## config.mk

```make
export PLATFORM = sky130hd
export DESIGN_NAME = rr_buffer_arbiter
export DESIGN_NICKNAME = d
export VERILOG_FILES = /design/src/rtl/rr_arb_pkg.sv /design/src/rtl/rr_buffer_arbiter_skid_fifo2.sv /design/src/rtl/rr_buffer_arbiter.sv
export SDC_FILE = /design/constraint.sdc
export NUM_CORES = 1
export LEC_CHECK = 0
export ABC_AREA = 1
export CORE_UTILIZATION = 40
export DETAILED_ROUTE_END_ITERATION = 10
export PLACE_DENSITY = 0.68
export RECOVER_POWER = 100
export SYNTH_ARGS = -nofsm -noshare
export SYNTH_HDL_FRONTEND = slang
export SYNTH_SLANG_ARGS = --single-unit
```

## constraint.sdc

```tcl
create_clock -name clk -period 8.48 [get_ports clk]
set_input_delay 1.696 -clock clk [delete_from_list [all_inputs] [get_ports clk]]
set_output_delay 1.696 -clock clk [all_outputs]
set_load 0.05 [all_outputs]
```

## src/rtl/rr_arb_pkg.sv

```systemverilog
// Shared helpers for the round-robin buffer arbiter slice.
// Grant-id width derivation and a one-hot-or-zero check.
package rr_arb_pkg;

  function automatic int id_w(input int n);
    return (n > 1) ? $clog2(n) : 1;
  endfunction

  function automatic logic onehot0(input logic [31:0] v);
    return (v & (v - 32'd1)) == 32'd0;
  endfunction

endpackage

```

## src/rtl/rr_buffer_arbiter_skid_fifo2.sv

```systemverilog
// Two-entry register FIFO catching beats already in flight
// when the consumer stalls; entry 0 is always the head.
module skid_fifo2 #(
  parameter int DATA_W = 32
) (
  input  logic              clk,
  input  logic              reset,
  input  logic              clr_i,
  input  logic              push_i,
  input  logic              pop_i,
  input  logic [DATA_W-1:0] data_i,
  output logic [DATA_W-1:0] head_o,
  output logic [1:0]        count_o,
  output logic              full_o
);

  logic [DATA_W-1:0] e0_q, e0_d;
  logic [DATA_W-1:0] e1_q, e1_d;
  logic [1:0]        count_q, count_d;

  always_comb begin
    e0_d    = e0_q;
    e1_d    = e1_q;
    count_d = count_q;
    if (clr_i) begin
      count_d = 2'd0;
    end else if (push_i && pop_i) begin
      if (count_q == 2'd2) begin
        e0_d = e1_q;
        e1_d = data_i;
      end else begin
        e0_d = data_i;
      end
    end else if (pop_i) begin
      e0_d    = e1_q;
      count_d = count_q - 2'd1;
    end else if (push_i) begin
      if (count_q == 2'd0) e0_d = data_i;
      else                 e1_d = data_i;
      count_d = count_q + 2'd1;
    end
  end

  always_ff @(posedge clk or posedge reset) begin
    if (reset) begin
      e0_q    <= '0;
      e1_q    <= '0;
      count_q <= 2'd0;
    end else begin
      e0_q    <= e0_d;
      e1_q    <= e1_d;
      count_q <= count_d;
    end
  end

  assign head_o  = e0_q;
  assign count_o = count_q;
  assign full_o  = (count_q == 2'd2);

  a_no_overflow: assert property (
    @(posedge clk) disable iff (reset)
    !(push_i && count_q == 2'd2));

endmodule

```

## src/rtl/rr_buffer_arbiter.sv

```systemverilog
// Round-robin grant to per-source buffers with bounded bursts;
// forwards the granted beat to one valid/ready consumer.
module rr_buffer_arbiter
  import rr_arb_pkg::*;
#(
  parameter  int NUM_REQ   = 4,
  parameter  int DATA_W    = 32,
  parameter  int MAX_BURST = 4,
  localparam int IDW       = id_w(NUM_REQ)
) (
  input  logic                      clk,
  input  logic                      reset,
  input  logic                      flush,
  input  logic [NUM_REQ-1:0]        req,
  input  logic [NUM_REQ-1:0]        in_valid,
  input  logic [NUM_REQ*DATA_W-1:0] in_data,
  output logic [NUM_REQ-1:0]        grant,
  output logic [IDW-1:0]            grant_id,
  output logic                      out_valid,
  output logic [DATA_W-1:0]         out_data,
  input  logic                      out_ready,
  output logic                      skid_full
);

  localparam int BW = id_w(MAX_BURST);
  localparam logic [IDW-1:0] LAST_RST = IDW'(NUM_REQ - 1);
  localparam logic [BW-1:0]  BMAX     = BW'(MAX_BURST - 1);

  logic [NUM_REQ-1:0] grant_q, grant_d;
  logic [IDW-1:0]     gid_q, gid_d;
  logic [IDW-1:0]     last_q, last_d;
  logic [BW-1:0]      burst_q, burst_d;
  logic               tag_v_q;
  logic [IDW-1:0]     tag_id_q;
  logic [DATA_W-1:0]  od_q;

  logic              elig, found;
  logic [IDW-1:0]    win, cand;
  logic              live_v;
  logic [DATA_W-1:0] live_d;
  logic              push, pop, ov;
  logic [DATA_W-1:0] sel, head;
  logic [1:0]        cnt;

  assign elig = !flush && out_ready
             && (cnt == 2'd0) && (|req);

  always_comb begin
    grant_d = '0;
    gid_d   = '0;
    last_d  = last_q;
    burst_d = burst_q;
    win     = '0;
    cand    = '0;
    found   = 1'b0;
    for (int i = 1; i <= NUM_REQ; i++) begin
      cand = IDW'((int'(last_q) + i) % NUM_REQ);
      if (!found && req[cand]) begin
        found = 1'b1;
        win   = cand;
      end
    end
    if (flush) begin
      last_d  = LAST_RST;
      burst_d = '0;
    end else if (elig) begin
      if (|grant_q && req[gid_q] && burst_q < BMAX) begin
        grant_d[gid_q] = 1'b1;
        gid_d          = gid_q;
        burst_d        = burst_q + BW'(1);
      end else begin
        grant_d[win] = 1'b1;
        gid_d        = win;
        last_d       = win;
        burst_d      = '0;
      end
    end
  end

  // Only the buffer we granted last cycle may present a beat.
  always_comb begin
    live_v = 1'b0;
    live_d = '0;
    for (int k = 0; k < NUM_REQ; k++) begin
      if (tag_id_q == IDW'(k)) begin
        live_v = tag_v_q & in_valid[k];
        live_d = in_data[k*DATA_W +: DATA_W];
      end
    end
  end

  always_comb begin
    push = 1'b0;
    pop  = 1'b0;
    ov   = 1'b0;
    sel  = od_q;
    if (flush) begin
      ov = 1'b0;
    end else if (cnt == 2'd0) begin
      ov   = live_v;
      sel  = live_d;
      push = live_v & !out_ready;
    end else begin
      ov   = 1'b1;
      sel  = head;
      pop  = out_ready;
      push = live_v;
    end
  end

  skid_fifo2 #(
    .DATA_W (DATA_W)
  ) u_skid (
    .clk     (clk),
    .reset   (reset),
    .clr_i   (flush),
    .push_i  (push),
    .pop_i   (pop),
    .data_i  (live_d),
    .head_o  (head),
    .count_o (cnt),
    .full_o  (skid_full)
  );

  always_ff @(posedge clk or posedge reset) begin
    if (reset) begin
      grant_q  <= '0;
      gid_q    <= '0;
      last_q   <= LAST_RST;
      burst_q  <= '0;
      tag_v_q  <= 1'b0;
      tag_id_q <= '0;
      od_q     <= '0;
    end else begin
      grant_q  <= grant_d;
      gid_q    <= gid_d;
      last_q   <= last_d;
      burst_q  <= burst_d;
      tag_v_q  <= !flush && (|grant_q);
      tag_id_q <= gid_q;
      od_q     <= out_data;
    end
  end

  assign grant     = grant_q;
  assign grant_id  = gid_q;
  assign out_valid = ov;
  assign out_data  = ov ? sel : od_q;

  a_grant_onehot0: assert property (
    @(posedge clk) disable iff (reset)
    onehot0(32'(grant_q)));

endmodule

```

==> results of run 1 <==
[kinds of logic after synthesis]
| kind of cell | count (synthesis) | share of synthesized area |
|---|---|---|
| adders and majority gates | 1 | 0.00186 |
| AOI/OAI and AO/OA | 208 | 0.158 |
| DFF | 111 | 0.412 |
| buffers and inverters | 121 | 0.0787 |
| xor gates and xnor gates | 1 | 0.00130 |
| and+or+nand+nor | 556 | 0.348 |
[power by group through the flow]
stage,clock [mW],combinational [mW],sequential [mW]
floorplan,0,1.05,0.865
global placement,0,1.47,0.878
detailed placement,0,1.48,0.882
CTS,0.455,1.49,0.875
global route,0.474,1.57,0.904
finish,0.447,1.42,0.879
[placed cells by master, fill, tap and decap left out, types with 2 or more instances in the layout]
cell	n
inv_1	46
clkdlybuf4s50_1	134
dfrtp_1	109
nor2_1	10
dlygate4sd3_1	45
o21ai_0	173
a21oi_1	4
nand2_2	2
dfstp_2	2
nor2_4	4
clkinv_2	2
clkbuf_1	3
buf_4	6
nand4_1	4
inv_2	7
clkbuf_16	9
nor2_2	2
o21ai_1	25
nand2_1	384
o21bai_1	3
clkbuf_8	3
nand3_1	148
[Yosys cell counts]
master,number
o21ai_2,1
a21oi_1,4
o21ai_0,141
nor2_2,4
nor2_1,8
o21ai_1,57
buf_2,18
o2111ai_2,1
buf_6,3
nand4_1,4
ha_1,1
inv_1,47
nand2_1,382
dfstp_2,2
nor4_1,1
clkbuf_2,1
o21bai_1,3
inv_2,7
buf_4,8
nand2_4,1
dfrtp_1,109
nand2_2,3
o2111ai_1,1
clkbuf_1,34
nand3_1,148
buf_1,3
or2_2,1
xor2_1,1
nor2_4,4
[final timing paths]
path / start / to / cells past startpoint
setup reg to reg: tag_id_q[0] / u_skid.count_o[1] / 9
max in group asynchronous: reset / od_q[17] / 3
hold / removal: u_skid.head_o[4] / u_skid.head_o[4] / 2
setup / recovery: in_valid[0] / out_data[9] / 11
min in group asynchronous: reset / od_q[9] / 2
hold reg to reg: u_skid.head_o[4] / u_skid.head_o[4] / 2
[per-layer routing]
| metal | share of wire | vias to the layer above | GRT usage |
|---|---|---|---|
| met4 | 0.018 | 0 | 0.0975 |
| met3 | 0.061 | 25 | 0.0358 |
| met1 | 0.45 | 3316 | 0.336 |
| li1 | - | 3538 | - |
| met2 | 0.47 | 238 | 0.414 |
| met5 | 0 | - | 0 |
[state kept, by name (all words and copies together), names as in the netlist, 4 cells and up]
name	cells
grant	4
u_skid.head_o	32
od_q	32
u_skid.e1_q	32
[worst max-delay path, delay by kind of cell]
kind                   cells  cell delay (ns)
AOI/OAI and AO/OA          2             0.57
and+or+nand+nor            6             1.33
buffers and inverters      3             1.95
[metrics by stage]
stage,instances,area (µm²)
after CTS,1354,8880
after global routing,1354,8850
after detailed placement,1338,8570
after floorplan,998,6740
after global placement,1338,8570
final,1355,8850
[layout make-up]
| class | instances | area, µm² | area share |
|---|---|---|---|
| Multi-Input combinational cell | 766 | 3430 | 0.388 |
| Sequential cell | 111 | 2780 | 0.314 |
| Timing Repair Buffer | 187 | 1840 | 0.208 |
| Tap cell | 220 | 275 | 0.0311 |
| Clock buffer | 13 | 270 | 0.0305 |
| Inverter | 54 | 204 | 0.0230 |
| Clock inverter | 3 | 40.0 | 0.00452 |
| Antenna cell | 1 | 2.50 | 0.000283 |
==> metrics, run 1 <==
status=finished, violations left; failing checks=max-capacitance violations, max-slew violations; Slew Viols, Final=between 200 and 250; # setup viols final=0; Synth cell types=29; Reg power frac=0.320; pre-CTS setup slack=approximately 2.1 ns; Crit Path Class=in -> out; DRT Pass-1 Iters=5; post-detailed-routing wire length=21,200 µm; setup_tns=0 ns; Hold Buf Count CTS=0; Die Wd=about 130 µm; flop2flop setup slack=approximately 3.0 ns; Critical Path Most Common Cell=nand2_1; Total Power=2.75 mW; period utilization=0.859; TritonCTS clock tree=built; port bufs=179; Int Power=1.44 mW; post-synthesis sequential area ratio=0.412; Clock Latency Late Sink=0.36 ns; switching pwr=1.30 mW; share of cells above drive strength 1=0.0370; Hold Path Class=reg -> reg; GP Congestion=approximately 0.83; vias per cell=about 5.3; Congestion Overflow GR=0; fmax=around 140 MHz; crit start category=input port; Clock Root Buffer=clkbuf_16; syn nets=1,139; leading post-synthesis cells by cell area=dfrtp_1, nand2_1, nand3_1; post-cts sizing count=0; Die Y=around 130 µm; vias in the first global route=6,827; crit-path cells=dlygate4sd3_1 > nand2_1 > nand2_1 > nand2_1 > nand2_1 > nand2_1 > o21ai_4 > buf_4 > nand2_1 > o21ai_0 > dlygate4sd3_1; core area=0.0165 mm²; P_leak=roughly 4.0 nW; hpwl dp=between 10,000 and 15,000 µm; PD cells=between 300 and 400 mW/mm²; Starting Density=0.408; Setup Buffers After CTS=0; post-synth top area share=0.405; peak supply drop=roughly 0.15 mV; DRC violation count after routing=0; clock net sink count=approximately 110; Fin Hold WS=a little over 0.5 ns; post-route ant nets=0; min Tclk post-route=approximately 7.3 ns; critical-path maximum fanout=65; Slew @ Worst Pin=approximately 3.1 ns; H-tree levels=3; clock power share=0.163; die area=~0.017 mm²; CP Capture Type=primary output; Post-Route Skew=roughly 0.0097 ns; Mapped Area=0.00674 mm²; RSZ-0062 raised after global routing=false; first-pass GRT wire length=between 30,000 and 40,000 µm; Synthesis Warnings=0; clk buf depth=2; # IOs=180; Final nets=between 1,000 and 1,500; Avg WL per Cell=15.7 µm; Site Rows=47; crit path max-delay cell type=dlygate4sd3_1; CTS buffer count=9; Post-Syn Instances=998; Max stage delay on crit path=~0.91 ns; clock-pin slew on the worst setup and hold paths=0.07 ns; DR iter-0 viols=~590; # fillers=between 1,500 and 2,000; Slew Limit Headroom=-1.10; Area Overhead vs Synth=31.3%; final worst setup slack=roughly 1.2 ns; #FFs+latches synth=about 110; Mapped Avg Cell Area=6.75 µm²; combinational share of power=0.517; CP required=approximately 6.8 ns; worst path arrival time=5.59 ns; post-synth top area cell=dfrtp_1; initial antenna violation count=0; max_cap viols=5; switching part of the total=0.474; utilization after layout=0.536; largest net degree at the start of global routing=67; Tot GR Track Use=0.252; total vias in the final route=7,117; Final Hold Fails=0
(Power assumes the default switching activity.)
==> inputs of run 2 (changes only) <==
--- a/config.mk
+++ b/config.mk
@@ -6,9 +6,10 @@
 export NUM_CORES = 1
 export LEC_CHECK = 0
 export ABC_AREA = 1
+export CORE_MARGIN = 8
 export CORE_UTILIZATION = 40
 export DETAILED_ROUTE_END_ITERATION = 10
-export PLACE_DENSITY = 0.68
+export PLACE_DENSITY = 0.71
 export RECOVER_POWER = 100
 export SYNTH_ARGS = -nofsm -noshare
 export SYNTH_HDL_FRONTEND = slang
==> run 2 against run 1 <==
Effect of this change:
- the flow still finishes with violations (max-capacitance violations, max-slew violations)
- clock power is 3% lower
- sequential power barely moved
- largest power group unchanged
- die area rose by 22%
- hold slack improved by 0.0014 ns
==> metrics, run 2 (synthesized netlist as in run 1, its figures left out) <==
status=finished, violations left; failing checks=max-capacitance violations, max-slew violations; vias per cell=5.20 (-1.0%); PD cells=310 mW/mm² (about the same); core area=0.0165 mm² (unchanged); Slew Limit Headroom=-1.40 (-0.306); post-detailed-routing wire length=22,100 µm (+4.1%); most frequent cells in the layout=nand2_1, o21ai_0, nand3_1; setup_tns=0 ns (unchanged); DRC violation count after routing=0 (unchanged); Site Rows=47 (unchanged); placed insts=1,338 (unchanged); P_leak=4.01 nW (-0.12%); Cell Area, Placed=0.00857 mm² (unchanged); Die Wd=146 µm (+11%); Clock Latency Late Sink=0.35 ns (about the same); post-route ant nets=0 (unchanged); TritonCTS clock tree=built; share of cells above drive strength 1=0.0371 (about the same); fmax=139 MHz (+1.2%); Avg WL per Cell=16.3 µm (+4.2%); Area Overhead vs Synth=30.9%; Starting Density=0.408 (unchanged); clock-pin slew on the worst setup and hold paths=0.07 ns (about the same); worst path arrival time=5.50 ns (-0.09 ns); initial antenna violation count=2 (+2); post-route cell area=0.00882 mm² (-0.34%); # IOs=180 (unchanged); # setup viols final=0 (unchanged); Critical Path Most Common Cell=nand2_1; DRT Pass-1 Iters=6 (+1); max_cap viols=6 (+1); Total Power=2.74 mW (-0.40%); port bufs=179 (unchanged); DR iter-0 viols=649 (+11%); CTS buffer count=9 (unchanged); critical-path maximum fanout=65 (unchanged); clk buf depth=2 (unchanged); Final Hold Fails=0 (unchanged); hpwl dp=15,100 µm (+6.5%); utilization after layout=0.534 (-0.00182); commonest non-fill, non-tap cell in the layout=nand2_1; Inserted Diodes=0 (-1); Clock Root Buffer=clkbuf_16; Crit Path Class=in -> out; Hold Path Class=reg -> reg; GP Congestion=0.882 (+6.3%); clock net sink count=111 (unchanged); Slew @ Worst Pin=3.61 ns (+0.458 ns); min Tclk post-route=7.20 ns (-0.0843 ns); final worst setup slack=1.28 ns (+0.0843 ns); die area=0.0213 mm² (+22%); period utilization=0.849 (-0.00994); Slew Viols, Final=215 (+0.47%); total vias in the final route=7,035 (-1.2%); RSZ-0062 raised after global routing=false; crit path max-delay cell type=dlygate4sd3_1; post-cts sizing count=0 (unchanged); crit-path cells=dlygate4sd3_1 > nand2_1 > nand2_1 > nand2_1 > nand2_1 > nand2_1 > o21ai_4 > buf_4 > nand2_1 > o21ai_0 > dlygate4sd3_1; Post-Route Skew=0.00862 ns (-0.00107 ns); first-pass GRT wire length=35,700 µm (+3.0%); Tot GR Track Use=0.208 (-0.0444); Max stage delay on crit path=0.93 ns (+0.02 ns); CP required=6.78 ns (about the same); peak supply drop=0.165 mV (+12%); crit start category=input port; Die Y=146 µm (+11%); H-tree levels=3 (unchanged); vias in the first global route=6,878 (+0.75%); pre-CTS setup slack=2.12 ns (+0.0273 ns); Finished Layout Cells=1,353 (-0.15%); Setup Buffers After CTS=0 (unchanged); Hold Buf Count CTS=0 (unchanged); largest net degree at the start of global routing=67 (unchanged); Final nets=1,270 (unchanged); Congestion Overflow GR=0 (unchanged); Fin Hold WS=0.509 ns (+0.00143 ns); CP Capture Type=primary output
run 2: cell count changes in the layout (fill, tap and decap cells not counted), sizes merged:
cell / previous run / this run
clkbuf: 15 / 13
clkinv: 2 / 3
diode: 1 / 0
run 2: worst paths after layout:
kind / end / slack, ns / cells after the start / startpoint
setup / recovery: out_data[21] / 1.28 / 11 / in_valid[1]
hold / removal: u_skid.head_o[12] / 0.51 / 2 / u_skid.head_o[12]
setup reg to reg: u_skid.count_o[0] / 3.35 / 9 / tag_id_q[1]
hold reg to reg: u_skid.head_o[12] / 0.51 / 2 / u_skid.head_o[12]
max in group asynchronous: u_skid.e1_q[27] / 1.96 / 3 / reset
min in group asynchronous: od_q[11] / 2.37 / 2 / reset
run 2: final cells by class:
cell class / count / area, µm²
Inverter: 54 / 204
Tap cell: 220 / 275
Clock inverter: 4 / 45.0
Sequential cell: 111 / 2780
Timing Repair Buffer: 187 / 1840
Multi-Input combinational cell: 766 / 3420
Fill cell: 1589 / 7700
Clock buffer: 11 / 253
run 2: critical path, delay by kind of cell:
family | cells | cell delay [ns]
AOI/OAI and AO/OA | 2 | 0.55
buffers and inverters | 3 | 1.96
and+or+nand+nor | 6 | 1.23
run 2: report_power, final:
group          total (mW)  internal, mW  switching [mW]
clock network       0.435         0.242           0.192
logic                1.42         0.441           0.983
registers           0.876         0.750           0.126
total                2.74          1.43            1.30
run 2: metal layers:
layer,vias up,part of all wire,global-route usage
met2,229,0.48,0.349
met4,4,0.018,0.0724
met5,-,0.00099,0
met1,3238,0.43,0.257
met3,28,0.065,0.0473
li1,3536,-,-
==> inputs of run 3 (changes only) <==
--- a/config.mk
+++ b/config.mk
@@ -9,7 +9,7 @@
 export CORE_MARGIN = 8
 export CORE_UTILIZATION = 40
 export DETAILED_ROUTE_END_ITERATION = 10
-export PLACE_DENSITY = 0.71
+export PLACE_DENSITY = 0.74
 export RECOVER_POWER = 100
 export SYNTH_ARGS = -nofsm -noshare
 export SYNTH_HDL_FRONTEND = slang
==> constraint.sdc (replaced) <==
create_clock -name clk -period 5.8 [get_ports clk]
set_input_delay 1.16 -clock clk [delete_from_list [all_inputs] [get_ports clk]]
set_output_delay 1.16 -clock clk [all_outputs]
set_load 0.05 [all_outputs]
==> run 3 against run 2 <==
Effect of this change:
- the flow still finishes with violations (max-capacitance violations, max-slew violations)
- design area is 0.26% lower
- clock skew about the same
- flip-flop and latch count unchanged
- clock power is 67% higher
- sequential share of layout area rose by 0.081 points
- highest routed layer is now met4
- die area did not move
- critical path type unchanged
- combinational power grew 45%
==> metrics, run 3 (synthesized netlist as in run 1, its figures left out) <==
status=finished, violations left; failing checks=max-capacitance violations, max-slew violations; Slew @ Worst Pin=3.23 ns (-0.377 ns); clock-pin slew on the worst setup and hold paths=0.08 ns (about the same); met2 global-route usage=0.325 (-0.0235); CTS buffer count=9 (unchanged); fmax=approximately 200 MHz; crit start category=input port; layer with the highest usage=met2; share of cells above drive strength 1=0.0596 (+0.0226); Hold Path Class=reg -> reg; port bufs=179 (unchanged); Final nets=1,276 (+0.47%); Worst Path Buf+Inv=4 (+1); die area=0.0213 mm² (unchanged); flop2flop setup slack=1.40 ns (-1.95 ns); Hold Buf Count CTS=0 (unchanged); Final Hold Fails=0 (unchanged); vias in the first global route=6,636 (-3.5%); Inserted Diodes=0 (unchanged); Tot GR Track Use=0.204 (-0.00351); period utilization=0.872; core area=0.0165 mm² (unchanged); min Tclk post-route=5.06 ns; CP delay by family, top=buffers and inverters; placed insts=1,344 (+0.45%); max_cap viols=3 (-3); met3 Track Usage GR=0.0438 (-0.00342); initial antenna violation count=0 (-2); crit-path cells=clkdlybuf4s50_1 > nand2_1 > nand2_1 > nand2_1 > nand2_1 > nand2_4 > o21ai_0 > buf_4 > buf_4 > nand2_1 > o21ai_0 > buf_4; largest net degree at the start of global routing=70 (+4.5%); Critical Path Most Common Cell=nand2_1; hpwl dp=15,300 µm (+1.1%); Area Overhead vs Synth=30.5%; post-cts sizing count=0 (unchanged); Crit Path Class=in -> out; Avg WL per Cell=16.1 µm (-1.3%); crit path max-delay cell type=clkdlybuf4s50_1; peak supply drop=0.233 mV (+42%); Slew Viols, Final=169 (-21%); critical-path maximum fanout=38 (-42%); Clock Latency Late Sink=0.36 ns (about the same); Finished Layout Cells=1,360 (+0.52%); # IOs=180 (unchanged); P_leak=4.00 nW (-0.19%); clock net sink count=111 (unchanged); Congestion Overflow GR=0 (unchanged); CP Capture Type=primary output; Die Wd=146 µm (unchanged); clk buf depth=2 (unchanged); DRT Pass-1 Iters=5 (-1); most frequent cells in the layout=nand2_1, o21ai_0, nand3_1; CP required=4.64 ns (-2.14 ns); Starting Density=0.408 (unchanged); H-tree levels=3 (unchanged); post-route ant nets=0 (unchanged); worst path arrival time=3.90 ns (-1.60 ns); PD cells=463 mW/mm² (+49%); first-pass GRT wire length=35,500 µm (-0.60%); Slew Limit Headroom=-1.17 (+0.240); Clock Root Buffer=clkbuf_16; TritonCTS clock tree=built; M1 GR Usage=0.270 (+0.0128); Post-Route Skew=0.00847 ns (-0.000149 ns); Die Y=146 µm (unchanged); setup_tns=0 ns (unchanged); RSZ-0062 raised after global routing=false; vias per cell=5.18 (-0.46%); commonest non-fill, non-tap cell in the layout=nand2_1; Setup Buffers After CTS=0 (unchanged); total vias in the final route=7,039 (+0.057%); # setup viols final=0 (unchanged); DRC violation count after routing=0 (unchanged); Max stage delay on crit path=0.45 ns (-0.48 ns); Site Rows=47 (unchanged); DR iter-0 viols=635 (-2.2%); GP Congestion=0.845 (-4.1%); # fillers=1,606 (+1.1%); post-detailed-routing wire length=21,900 µm (-0.78%)
run 3: cell types whose count changed in the layout (fill, tap and decap cells not counted), sizes merged:
cell / delta
clkdlybuf4s50: +1
buf: +25
clkbuf: +12
dlygate4sd3: -33
clkinvlp: +1
clkinv: -1
bufinv: +2
run 3: area by class of cell:
class | instances | area [µm²] | area share
clock inverter | 6 | 108 | 0.0122
inverter | 54 | 204 | 0.0232
tap | 220 | 275 | 0.0313
timing repair buffer | 193 | 1760 | 0.200
clock buffer | 10 | 239 | 0.0272
multi-input combinational | 766 | 3430 | 0.390
sequential | 111 | 2780 | 0.316
run 3: power by group:
part,switching [mW],internal [mW]
combinational,1.45,0.606
sequential,0.187,1.10
clock,0.295,0.433
total,1.94,2.14
run 3: per-layer routing:
metal,wire length [µm],vias up
met5,0,-
li1,-,3554
met1,9840,3211
met4,398,0
met3,1440,25
met2,10300,249
run 3: through the flow:
step	utilization	power (mW)	hold slack [ns]	setup WS, ns	area [µm²]
finish	0.532	4.07	0.499	0.740	8800
global route	0.532	4.37	0.527	0.428	8800
CTS	0.537	4.17	0.510	0.983	8880
detailed placement	0.516	3.43	0.488	0.986	8530
global placement	0.516	3.40	0.485	1.04	8530
floorplan	-	2.79	0.475	1.71	6740
run 3: worst paths after layout:
kind,start,to,cells past startpoint
max,in_valid[0],out_data[25],12
min,grant_id[0],tag_id_q[0],0
max reg2reg,tag_id_q[0],u_skid.count_o[0],10
min reg2reg,grant_id[0],tag_id_q[0],0
max in group asynchronous,reset,u_skid.e1_q[17],3
min in group asynchronous,reset,od_q[11],2
